### config.mk
export PLATFORM = sky130hd
export DESIGN_NAME = i281_run_controller_flat
export DESIGN_NICKNAME = d
export VERILOG_FILES = /design/src/rtl/i281_run_controller_if.sv /design/src/rtl/i281_run_controller.sv /design/src/flat_wrapper.sv
export SDC_FILE = /design/constraint.sdc
export NUM_CORES = 1
export LEC_CHECK = 0
export ABC_AREA = 1
export CAP_MARGIN = 10
export CORE_UTILIZATION = 25
export DETAILED_ROUTE_END_ITERATION = 8
export HOLD_SLACK_MARGIN = 0.12
export PLACE_DENSITY = 0.48
export SYNTH_ARGS = -nofsm -noshare
export SYNTH_HDL_FRONTEND = slang
export SYNTH_SLANG_ARGS = --single-unit
export TNS_END_PERCENT = 1
### constraint.sdc
create_clock -name clock -period 1.9 [get_ports clock]
set_clock_uncertainty 0.2 [all_clocks]
set_input_delay 0.285 -clock clock [delete_from_list [all_inputs] [get_ports clock]]
set_output_delay 0.285 -clock clock [all_outputs]
set_load 0.05 [all_outputs]
### src/rtl/i281_run_controller_if.sv
// Board/CPU-side signal bundle for the i281 run/step sequencer.
// slave = the controller itself; master = the board switches plus the CPU datapath/FSM.
interface i281_run_controller_if #(
  parameter int PC_W = 6
);
  logic            run_sw;
  logic            step_btn;
  logic            step_mode;
  logic            bp_en;
  logic [PC_W-1:0] bp_addr;
  logic [PC_W-1:0] pc;
  logic            at_if;
  logic            perf_clr;
  logic            cpu_en;
  logic            halted;
  logic            bp_hit;
  logic [2:0]      ctrl_state;
  logic [31:0]     cycle_cnt;
  logic [31:0]     instr_cnt;

  modport slave (
    input  run_sw, step_btn, step_mode, bp_en, bp_addr, pc, at_if, perf_clr,
    output cpu_en, halted, bp_hit, ctrl_state, cycle_cnt, instr_cnt
  );

  modport master (
    output run_sw, step_btn, step_mode, bp_en, bp_addr, pc, at_if, perf_clr,
    input  cpu_en, halted, bp_hit, ctrl_state, cycle_cnt, instr_cnt
  );
endinterface

### src/rtl/i281_run_controller.sv
// i281 run/step sequencer: produces cpu_en for free run, cycle step, instruction step and PC breakpoint.
// Optional performance counters are built only when RUN_CTRL_PERF_EN is defined.
module i281_run_controller #(
  parameter int PC_W    = 6,
  parameter int RUN_DIV = 1
) (
  input logic                  clock,
  input logic                  reset,
  i281_run_controller_if.slave io_bus
);

  localparam logic [2:0] S_IDLE   = 3'd0;
  localparam logic [2:0] S_RUN    = 3'd1;
  localparam logic [2:0] S_STEP_C = 3'd2;
  localparam logic [2:0] S_STEP_I = 3'd3;
  localparam logic [2:0] S_BREAK  = 3'd4;

  localparam logic [15:0] DIV_LAST = 16'(RUN_DIV - 1);

  logic [1:0]      r_runSync;
  logic [1:0]      r_stepSync;
  logic            r_stepDly;
  logic            r_stepEdge;
  logic [15:0]     r_div;
  logic [2:0]      r_state;
  logic            r_bpSkip;
  logic            r_first;

  logic            w_runS;
  logic            w_tick;
  logic            w_bpMatch;
  logic [PC_W-1:0] w_pc;
  logic [PC_W-1:0] w_bpAddr;
  logic [2:0]      w_nextState;
  logic            w_cpuEn;
  logic            w_setSkip;
  logic            w_clrSkip;

  assign w_runS   = r_runSync[1];
  assign w_tick   = (r_div == DIV_LAST);
  assign w_pc     = io_bus.pc;
  assign w_bpAddr = io_bus.bp_addr;
  assign w_bpMatch = io_bus.at_if & io_bus.bp_en & (w_pc == w_bpAddr) & ~r_bpSkip;

  // Switch and button are asynchronous; the step edge is registered once more after sync.
  always_ff @(posedge clock or posedge reset) begin
    if (reset) begin
      r_runSync  <= 2'b00;
      r_stepSync <= 2'b00;
      r_stepDly  <= 1'b0;
      r_stepEdge <= 1'b0;
    end else begin
      r_runSync  <= {r_runSync[0], io_bus.run_sw};
      r_stepSync <= {r_stepSync[0], io_bus.step_btn};
      r_stepDly  <= r_stepSync[1];
      r_stepEdge <= r_stepSync[1] & ~r_stepDly;
    end
  end

  always_ff @(posedge clock or posedge reset) begin
    if (reset) begin
      r_div <= 16'd0;
    end else if (r_state == S_RUN) begin
      r_div <= w_tick ? 16'd0 : r_div + 16'd1;
    end else begin
      r_div <= 16'd0;
    end
  end

  always_comb begin
    w_nextState = r_state;
    w_cpuEn     = 1'b0;
    w_setSkip   = 1'b0;
    w_clrSkip   = 1'b0;
    case (r_state)
      S_IDLE: begin
        if (w_runS) begin
          w_nextState = S_RUN;
          w_setSkip   = 1'b1;
        end else if (r_stepEdge) begin
          w_nextState = io_bus.step_mode ? S_STEP_I : S_STEP_C;
        end
      end
      S_STEP_C: begin
        w_cpuEn     = 1'b1;
        w_nextState = S_IDLE;
      end
      S_STEP_I: begin
        if (~r_first & io_bus.at_if) begin
          w_nextState = S_IDLE;
        end else begin
          w_cpuEn = 1'b1;
        end
      end
      // Stopping only at an IF boundary lets a dropped run finish the current instruction.
      S_RUN: begin
        if (w_tick) begin
          if (w_bpMatch) begin
            w_nextState = S_BREAK;
          end else if (~w_runS & io_bus.at_if) begin
            w_nextState = S_IDLE;
          end else begin
            w_cpuEn   = 1'b1;
            w_clrSkip = 1'b1;
          end
        end
      end
      S_BREAK: begin
        if (~w_runS) begin
          w_nextState = S_IDLE;
        end else if (r_stepEdge) begin
          w_nextState = io_bus.step_mode ? S_STEP_I : S_STEP_C;
        end
      end
      default: begin
        w_nextState = S_IDLE;
      end
    endcase
  end

  always_ff @(posedge clock or posedge reset) begin
    if (reset) begin
      r_state  <= S_IDLE;
      r_bpSkip <= 1'b0;
      r_first  <= 1'b0;
    end else begin
      r_state <= w_nextState;
      r_first <= (w_nextState == S_STEP_I) && (r_state != S_STEP_I);
      if (w_setSkip) begin
        r_bpSkip <= 1'b1;
      end else if (w_clrSkip) begin
        r_bpSkip <= 1'b0;
      end
    end
  end

  assign io_bus.cpu_en     = w_cpuEn;
  assign io_bus.halted     = (r_state == S_IDLE) | (r_state == S_BREAK);
  assign io_bus.bp_hit     = (r_state == S_BREAK);
  assign io_bus.ctrl_state = r_state;

`ifdef RUN_CTRL_PERF_EN
  logic [31:0] r_cycleCnt;
  logic [31:0] r_instrCnt;

  always_ff @(posedge clock or posedge reset) begin
    if (reset) begin
      r_cycleCnt <= 32'd0;
      r_instrCnt <= 32'd0;
    end else if (io_bus.perf_clr) begin
      r_cycleCnt <= 32'd0;
      r_instrCnt <= 32'd0;
    end else if (w_cpuEn) begin
      r_cycleCnt <= r_cycleCnt + 32'd1;
      if (io_bus.at_if) begin
        r_instrCnt <= r_instrCnt + 32'd1;
      end
    end
  end

  assign io_bus.cycle_cnt = r_cycleCnt;
  assign io_bus.instr_cnt = r_instrCnt;
`else
  logic w_unusedPerfClr;

  assign w_unusedPerfClr  = io_bus.perf_clr;
  assign io_bus.cycle_cnt = 32'd0;
  assign io_bus.instr_cnt = 32'd0;
`endif

endmodule

### src/flat_wrapper.sv
// flat-port wrapper written by rule: the top's interface ports become plain ports
module i281_run_controller_flat 
#(
  parameter int PC_W    = 6,
  parameter int RUN_DIV = 1
)
  (clock, reset, io_bus_run_sw, io_bus_step_btn, io_bus_step_mode, io_bus_bp_en, io_bus_bp_addr, io_bus_pc, io_bus_at_if, io_bus_perf_clr, io_bus_cpu_en, io_bus_halted, io_bus_bp_hit, io_bus_ctrl_state, io_bus_cycle_cnt, io_bus_instr_cnt);
  i281_run_controller_if #(.PC_W(PC_W)) io_bus_i ();
  input logic clock;
  input logic reset;
  input wire logic [$bits(io_bus_i.run_sw)-1:0] io_bus_run_sw;
  input wire logic [$bits(io_bus_i.step_btn)-1:0] io_bus_step_btn;
  input wire logic [$bits(io_bus_i.step_mode)-1:0] io_bus_step_mode;
  input wire logic [$bits(io_bus_i.bp_en)-1:0] io_bus_bp_en;
  input wire logic [$bits(io_bus_i.bp_addr)-1:0] io_bus_bp_addr;
  input wire logic [$bits(io_bus_i.pc)-1:0] io_bus_pc;
  input wire logic [$bits(io_bus_i.at_if)-1:0] io_bus_at_if;
  input wire logic [$bits(io_bus_i.perf_clr)-1:0] io_bus_perf_clr;
  output wire logic [$bits(io_bus_i.cpu_en)-1:0] io_bus_cpu_en;
  output wire logic [$bits(io_bus_i.halted)-1:0] io_bus_halted;
  output wire logic [$bits(io_bus_i.bp_hit)-1:0] io_bus_bp_hit;
  output wire logic [$bits(io_bus_i.ctrl_state)-1:0] io_bus_ctrl_state;
  output wire logic [$bits(io_bus_i.cycle_cnt)-1:0] io_bus_cycle_cnt;
  output wire logic [$bits(io_bus_i.instr_cnt)-1:0] io_bus_instr_cnt;
  assign io_bus_i.run_sw = io_bus_run_sw;
  assign io_bus_i.step_btn = io_bus_step_btn;
  assign io_bus_i.step_mode = io_bus_step_mode;
  assign io_bus_i.bp_en = io_bus_bp_en;
  assign io_bus_i.bp_addr = io_bus_bp_addr;
  assign io_bus_i.pc = io_bus_pc;
  assign io_bus_i.at_if = io_bus_at_if;
  assign io_bus_i.perf_clr = io_bus_perf_clr;
  assign io_bus_cpu_en = io_bus_i.cpu_en;
  assign io_bus_halted = io_bus_i.halted;
  assign io_bus_bp_hit = io_bus_i.bp_hit;
  assign io_bus_ctrl_state = io_bus_i.ctrl_state;
  assign io_bus_cycle_cnt = io_bus_i.cycle_cnt;
  assign io_bus_instr_cnt = io_bus_i.instr_cnt;
  i281_run_controller #(.PC_W(PC_W), .RUN_DIV(RUN_DIV)) u_core (.clock(clock), .reset(reset), .io_bus(io_bus_i));
endmodule
After elaboration in Yosys (flattened, before gate mapping)
Cells that the tools add are included.

word-level totals
  register bits = 27
  input port bits = 20
  output and inout bits = 70

cells by class
  $add $sub $neg = 1
  equality and inequality tests = 7
  mux-type cells = 21
  bitwise logic cells = 11
  reductions and logical operators = 4

operators with widths
  kind                     count
  $mux W16                 2
  $mux W3                  7
  $add A16 B1 Y16 const B  1
  $logic_not A16 Y1        1
  $pmux W3 S4              1
  $mux W1                  10
  $eq A3 B2 Y1 const B     3
  $and A1 B1 Y1            6
  $eq A6 B6 Y1             1
  $not A1 Y1               4
  $eq A3 B1 Y1 const B     1
  $eq A3 B3 Y1 const B     1
  $logic_not A3 Y1         1
  $ne A3 B2 Y1 const B     1
  $pmux W1 S3              1
  $reduce_bool A2 Y1       1
  $logic_and A1 B1 Y1      1
  $or A1 B1 Y1             1

Logic depth before layout (Yosys ltp)
  depth in word-level cells = 8
  gate-level depth with buffers = 11
  depth with buffers taken out = 11

Worst setup path before layout
OpenSTA, ideal clock, no wires.

  path kind = register to register
  from = register u_core.r_state[2], in the netlist u_core.io_bus.ctrl_state[2]
  to = register u_core.r_first
  data arrival time = 2.368 ns
  data required time = 1.624 ns
  slack = -0.744 ns
  cell stages (with the launch flop) = 5
  buffers on the path = 0
  cell sequence = dfrtp_1 inv_1 nor3_1 o221ai_1 nor2_1

RTL lines
  element                   RTL line                    RTL
  start: declaration        i281_run_controller.sv:25   logic [2:0] r_state;
  start signal: assignment  i281_run_controller.sv:127  r_state <= w_nextState;
  $eq A3 B3 Y1              n/a
  via io_bus_bp_hit         flat_wrapper.sv:21          output wire logic [$bits(io_bus_i.bp_hit)-1:0] io_bus_bp_hit;
  $pmux W3 S4               i281_run_controller.sv:75   case (r_state)
  $eq A3 B2 Y1              i281_run_controller.sv:128  r_first <= (w_nextState == S_STEP_I) && (r_state != S_STEP_I);
  $logic_and A1 B1 Y1       i281_run_controller.sv:128
  end signal: assignment    i281_run_controller.sv:128
  end: declaration          i281_run_controller.sv:27   logic r_first;

The timed path passes the listed nets, and every way through them passes these cells.
A chain may end at the register's enable or synchronous reset.

Final worst setup path
  from = input port io_bus_bp_addr[1]
  to = output port io_bus_cpu_en

on the way
  longest elaborated chain between the ends = 6

ends and longest elaborated chain
  element                     RTL line                   RTL
  start: declaration          flat_wrapper.sv:15         input wire logic [$bits(io_bus_i.bp_addr)-1:0] io_bus_bp_addr;
  $eq A6 B6 Y1                i281_run_controller.sv:43  assign w_bpMatch = io_bus.at_if & io_bus.bp_en & (w_pc == w_bpAddr) & ~r_bpSkip;
  $and A1 B1 Y1 (2 in a row)  i281_run_controller.sv:43
  $mux W1                     i281_run_controller.sv:98  if (w_bpMatch) begin
  $mux W1                     i281_run_controller.sv:97  if (w_tick) begin
  $pmux W1 S3                 i281_run_controller.sv:75
  end: declaration            flat_wrapper.sv:19         output wire logic [$bits(io_bus_i.cpu_en)-1:0] io_bus_cpu_en;

Every way passes these cells.

==> impl_results.md <==
- Clock latency at the later pin of the worst-skew pair: 0.28 ns
- HP Class: in2async
- Chip Width: 92.7 um
- Port buffer count: 24
- TritonCTS clock tree: done
- Area after DPL: 2390 um2
- Hold_ws: 0.155 ns
- CP delay by family, top: buffers and inverters
- Worst-case reg-to-reg path depth: 8
- Yosys top cell by area: dfrtp_1
- Final hold viol count: 0
- Worst r2r src: u_core.r_div[1]
- Post-synthesis async set-or-reset flop share: 100%
- Final instance area: 2470 um2
- Internal power: 1.02 mW
- Flop pwr share: 34.7%
- Drt total wl: 3700 um
- Failing checks: negative setup slack
- CTS Sinks: 27
- Outcome: complete, but fails checks
- Post-synthesis sequential area ratio: 32.8%
- Clock Pin Slew Worst Setup and Hold Paths: 0.10 ns
- Psw: 0.871 mW
- Initial antenna violation count: 0
- RR Endpoint: u_core.r_div[8]
- Worst VDD drop: 0.311 mV
- Hold buffers post-CTS: 0
- I/O pin count: 90
- Flop-to-flop setup slack: 0.16 ns
- Area growth syn-to-layout: 20.3%
- Yosys cell types: 23
- Depth of the CTS H-tree: 1
- Via count: 1,594
- Synth cell count leaders: 64 x buf_4, 51 x nand2_1, 48 x nor2_1
- Die area: 8590 um2
- DRC Markers: 0
- Final setup margin: -0.157 ns
- CP dominant cell by count: nand2_1
- Leak pwr: 1.34 nW
- Grt ovf: 0
- Slowest cell delay on critical path: 0.48 ns
- Die H: 92.7 um
- Post-DRT Antenna Nets: 0
- Drt wl/cell: 8.39 um
- # diodes: 0
- Final Util: 31.5%
- RSZ-0062 raised after global routing: true
- Iter 0 DRT Violations: 65
- All-Layer GR Usage: 9.15%
- First-pass DRT Iterations: 4
- CP max stage cell: clkdlybuf4s50_1
- First-pass GRT wire length: 6300 um
- Clock power frac: 18.4%
- WS Path Type: in2out
- Critical-path cell list: clkdlybuf4s50_1 > inv_1 > nand2_1 > nand2_1 > nor3_1 > nand2_1 > nand3_2 > nand3_4 > buf_8
- Initial core utilization: 26.2%
- Sw Ratio: 46.1%
- Final #Nets: 362
- Pwr Density: 763 nW/um2
- Hpwl dp: 2930 um
- Register bit total from synthesis: 27
- Post-Synthesis Cells: 288
- Crit path buf inv count: 3
- Largest net degree at the start of global routing: 28
- Top_reg_cell synth: dfrtp_1
- Post-layout minimum cycle time: 2.06 ns
- Clock buffer depth: 2
- CP Max Fanout: 2
- Arrival time at the worst endpoint: 1.57 ns
- Final Setup Violations: 1
- Synth Warn #: 0
- Kind of end point of the critical path: primary output
- CTS root buffer: clkbuf_8
- Gpl congestion: 0.840
- Top cells by area, synth: dfrtp_1 33%, buf_4 23%, nand2_1 9.3%, nor2_1 8.8%, inv_1 8.0%
- Post-synth top area share: 32.8%
- Rows: 32
- Ratio of cells with drive above 1 in the final layout: 15.0%
- Dpl ws: -0.218 ns
- Netlist Area Pre-Place: 2060 um2
- Max-slew violations: 0
- Achievable Freq: 486 MHz
- Syn_area_per_cell: 7.14 um2
- TritonCTS buffer count: 3
- EDFF count, synth: 0
- Vias in the first global route: 1,434
- Most common cell in the netlist: buf_4
- Crit start category: input pin
- Number of max-cap violations: 0
- Logic gate share of total power: 46.9%
- WP data required: 1.41 ns
- Final period utilization: 108%
- Vias/cell: 3.61
- Core area: 7850 um2
## kinds of logic (layout without fill, tap and decap cells)
logic type / count (synthesis) / count (layout) / share of synthesized area, %
AO/OA/AOI/OAI: 11 / 11 / 2.98
XOR/XNOR: 10 / 10 / 4.26
adder cells (fa/ha/maj): 2 / 2 / 1.22
buffers and inverters: 109 / 97 / 31.6
flip-flops: 27 / 27 / 32.8
other: 1 / 64 / 0.182
AND/OR/NAND/NOR: 128 / 128 / 26.9
## through the flow
| step | setup TNS [ns] | total power, mW | cells |
|---|---|---|---|
| after CTS | -0.172 | 1.92 | 440 |
| after detailed placement | -0.231 | 1.53 | 435 |
| after global routing | -0.267 | 2.00 | 441 |
| after floorplan | 0 | 1.39 | 351 |
| after global placement | -0.214 | 1.53 | 435 |
| final | -0.157 | 1.89 | 441 |
## worst reg2reg max path, delay by kind of cell, from the launching register on
family        cells  cell delay (ns)
flops             1             0.36
simple gates      5             0.66
buf+inv           2             0.20
fa+ha+maj         1             0.21
## area by class of cell
class / count / area [um2]
clock buffers: 3 / 41.3
clock inverters: 1 / 8.76
fillers: 859 / 5370
inverters: 44 / 165
multi-input cells: 215 / 1000
flip-flops and latches: 27 / 679
well taps: 102 / 128
repair buffers: 49 / 448
## placed cells by master, fill, tap and decap left out, drive strengths merged
| cell type | count |
|---|---|
| conb | 64 |
| nand2 | 53 |
| nor2 | 48 |
| inv | 45 |
| buf | 31 |
| dfrtp | 27 |
| clkdlybuf4s50 | 17 |
| nand3 | 16 |
| nor3 | 9 |
| xor2 | 8 |
| o21ai | 5 |
| a21oi | 3 |
| clkbuf | 3 |
| xnor2 | 2 |
| ha | 2 |
| o221ai | 1 |
| a31oi | 1 |
| nor4 | 1 |
| o22ai | 1 |
| nand4 | 1 |
| dlymetal6s2s | 1 |
## sequential cells by signal, indices dropped and copies added, names as in the netlist
signal,count
u_core.r_stepDly,1
u_core.r_bpSkip,1
u_core.r_first,1
u_core.r_stepSync,2
u_core.io_bus.ctrl_state,3
u_core.r_runSync,2
u_core.r_stepEdge,1
u_core.r_div,16
## what timing repair did
item                                    in CTS  in global routing
pin swaps                                    2                  0
buffers inserted                             1                  1
gates resized for setup                      5                  1
endpoints found under the setup margin       1                  1
## per-layer routing
| metal | vias to the layer above | routed length [um] | global-route usage (%) |
|---|---|---|---|
| li1 | 848 | - | - |
| met1 | 677 | 1760 | 12.3 |
| met2 | 63 | 1700 | 15.1 |
| met3 | 6 | 184 | 1.40 |
| met4 | 0 | 56 | 2.95 |
| met5 | - | 0 | 0 |
## worst max path at each step
stage	from	endpoint	slack, ns	cells past startpoint
after floorplan	u_core.io_bus.ctrl_state[2]	io_bus_cpu_en	0.02	6
after global placement	io_bus_bp_addr[1]	io_bus_cpu_en	-0.20	9
after detailed placement	io_bus_bp_addr[1]	io_bus_cpu_en	-0.22	9
after CTS	u_core.r_div[0]	io_bus_cpu_en	-0.17	9
after global routing	u_core.r_div[1]	io_bus_cpu_en	-0.27	9
final	io_bus_bp_addr[1]	io_bus_cpu_en	-0.16	9
## power by group through the flow
stage                     clock, mW  combinational (mW)  sequential [mW]
after floorplan                   0               0.676            0.710
after global placement            0               0.862            0.668
after detailed placement          0               0.863            0.667
after CTS                     0.371               0.893            0.655
after global routing          0.393               0.949            0.661
final                         0.347               0.886            0.654
No activity file was read; power rests on OpenSTA's default activity.
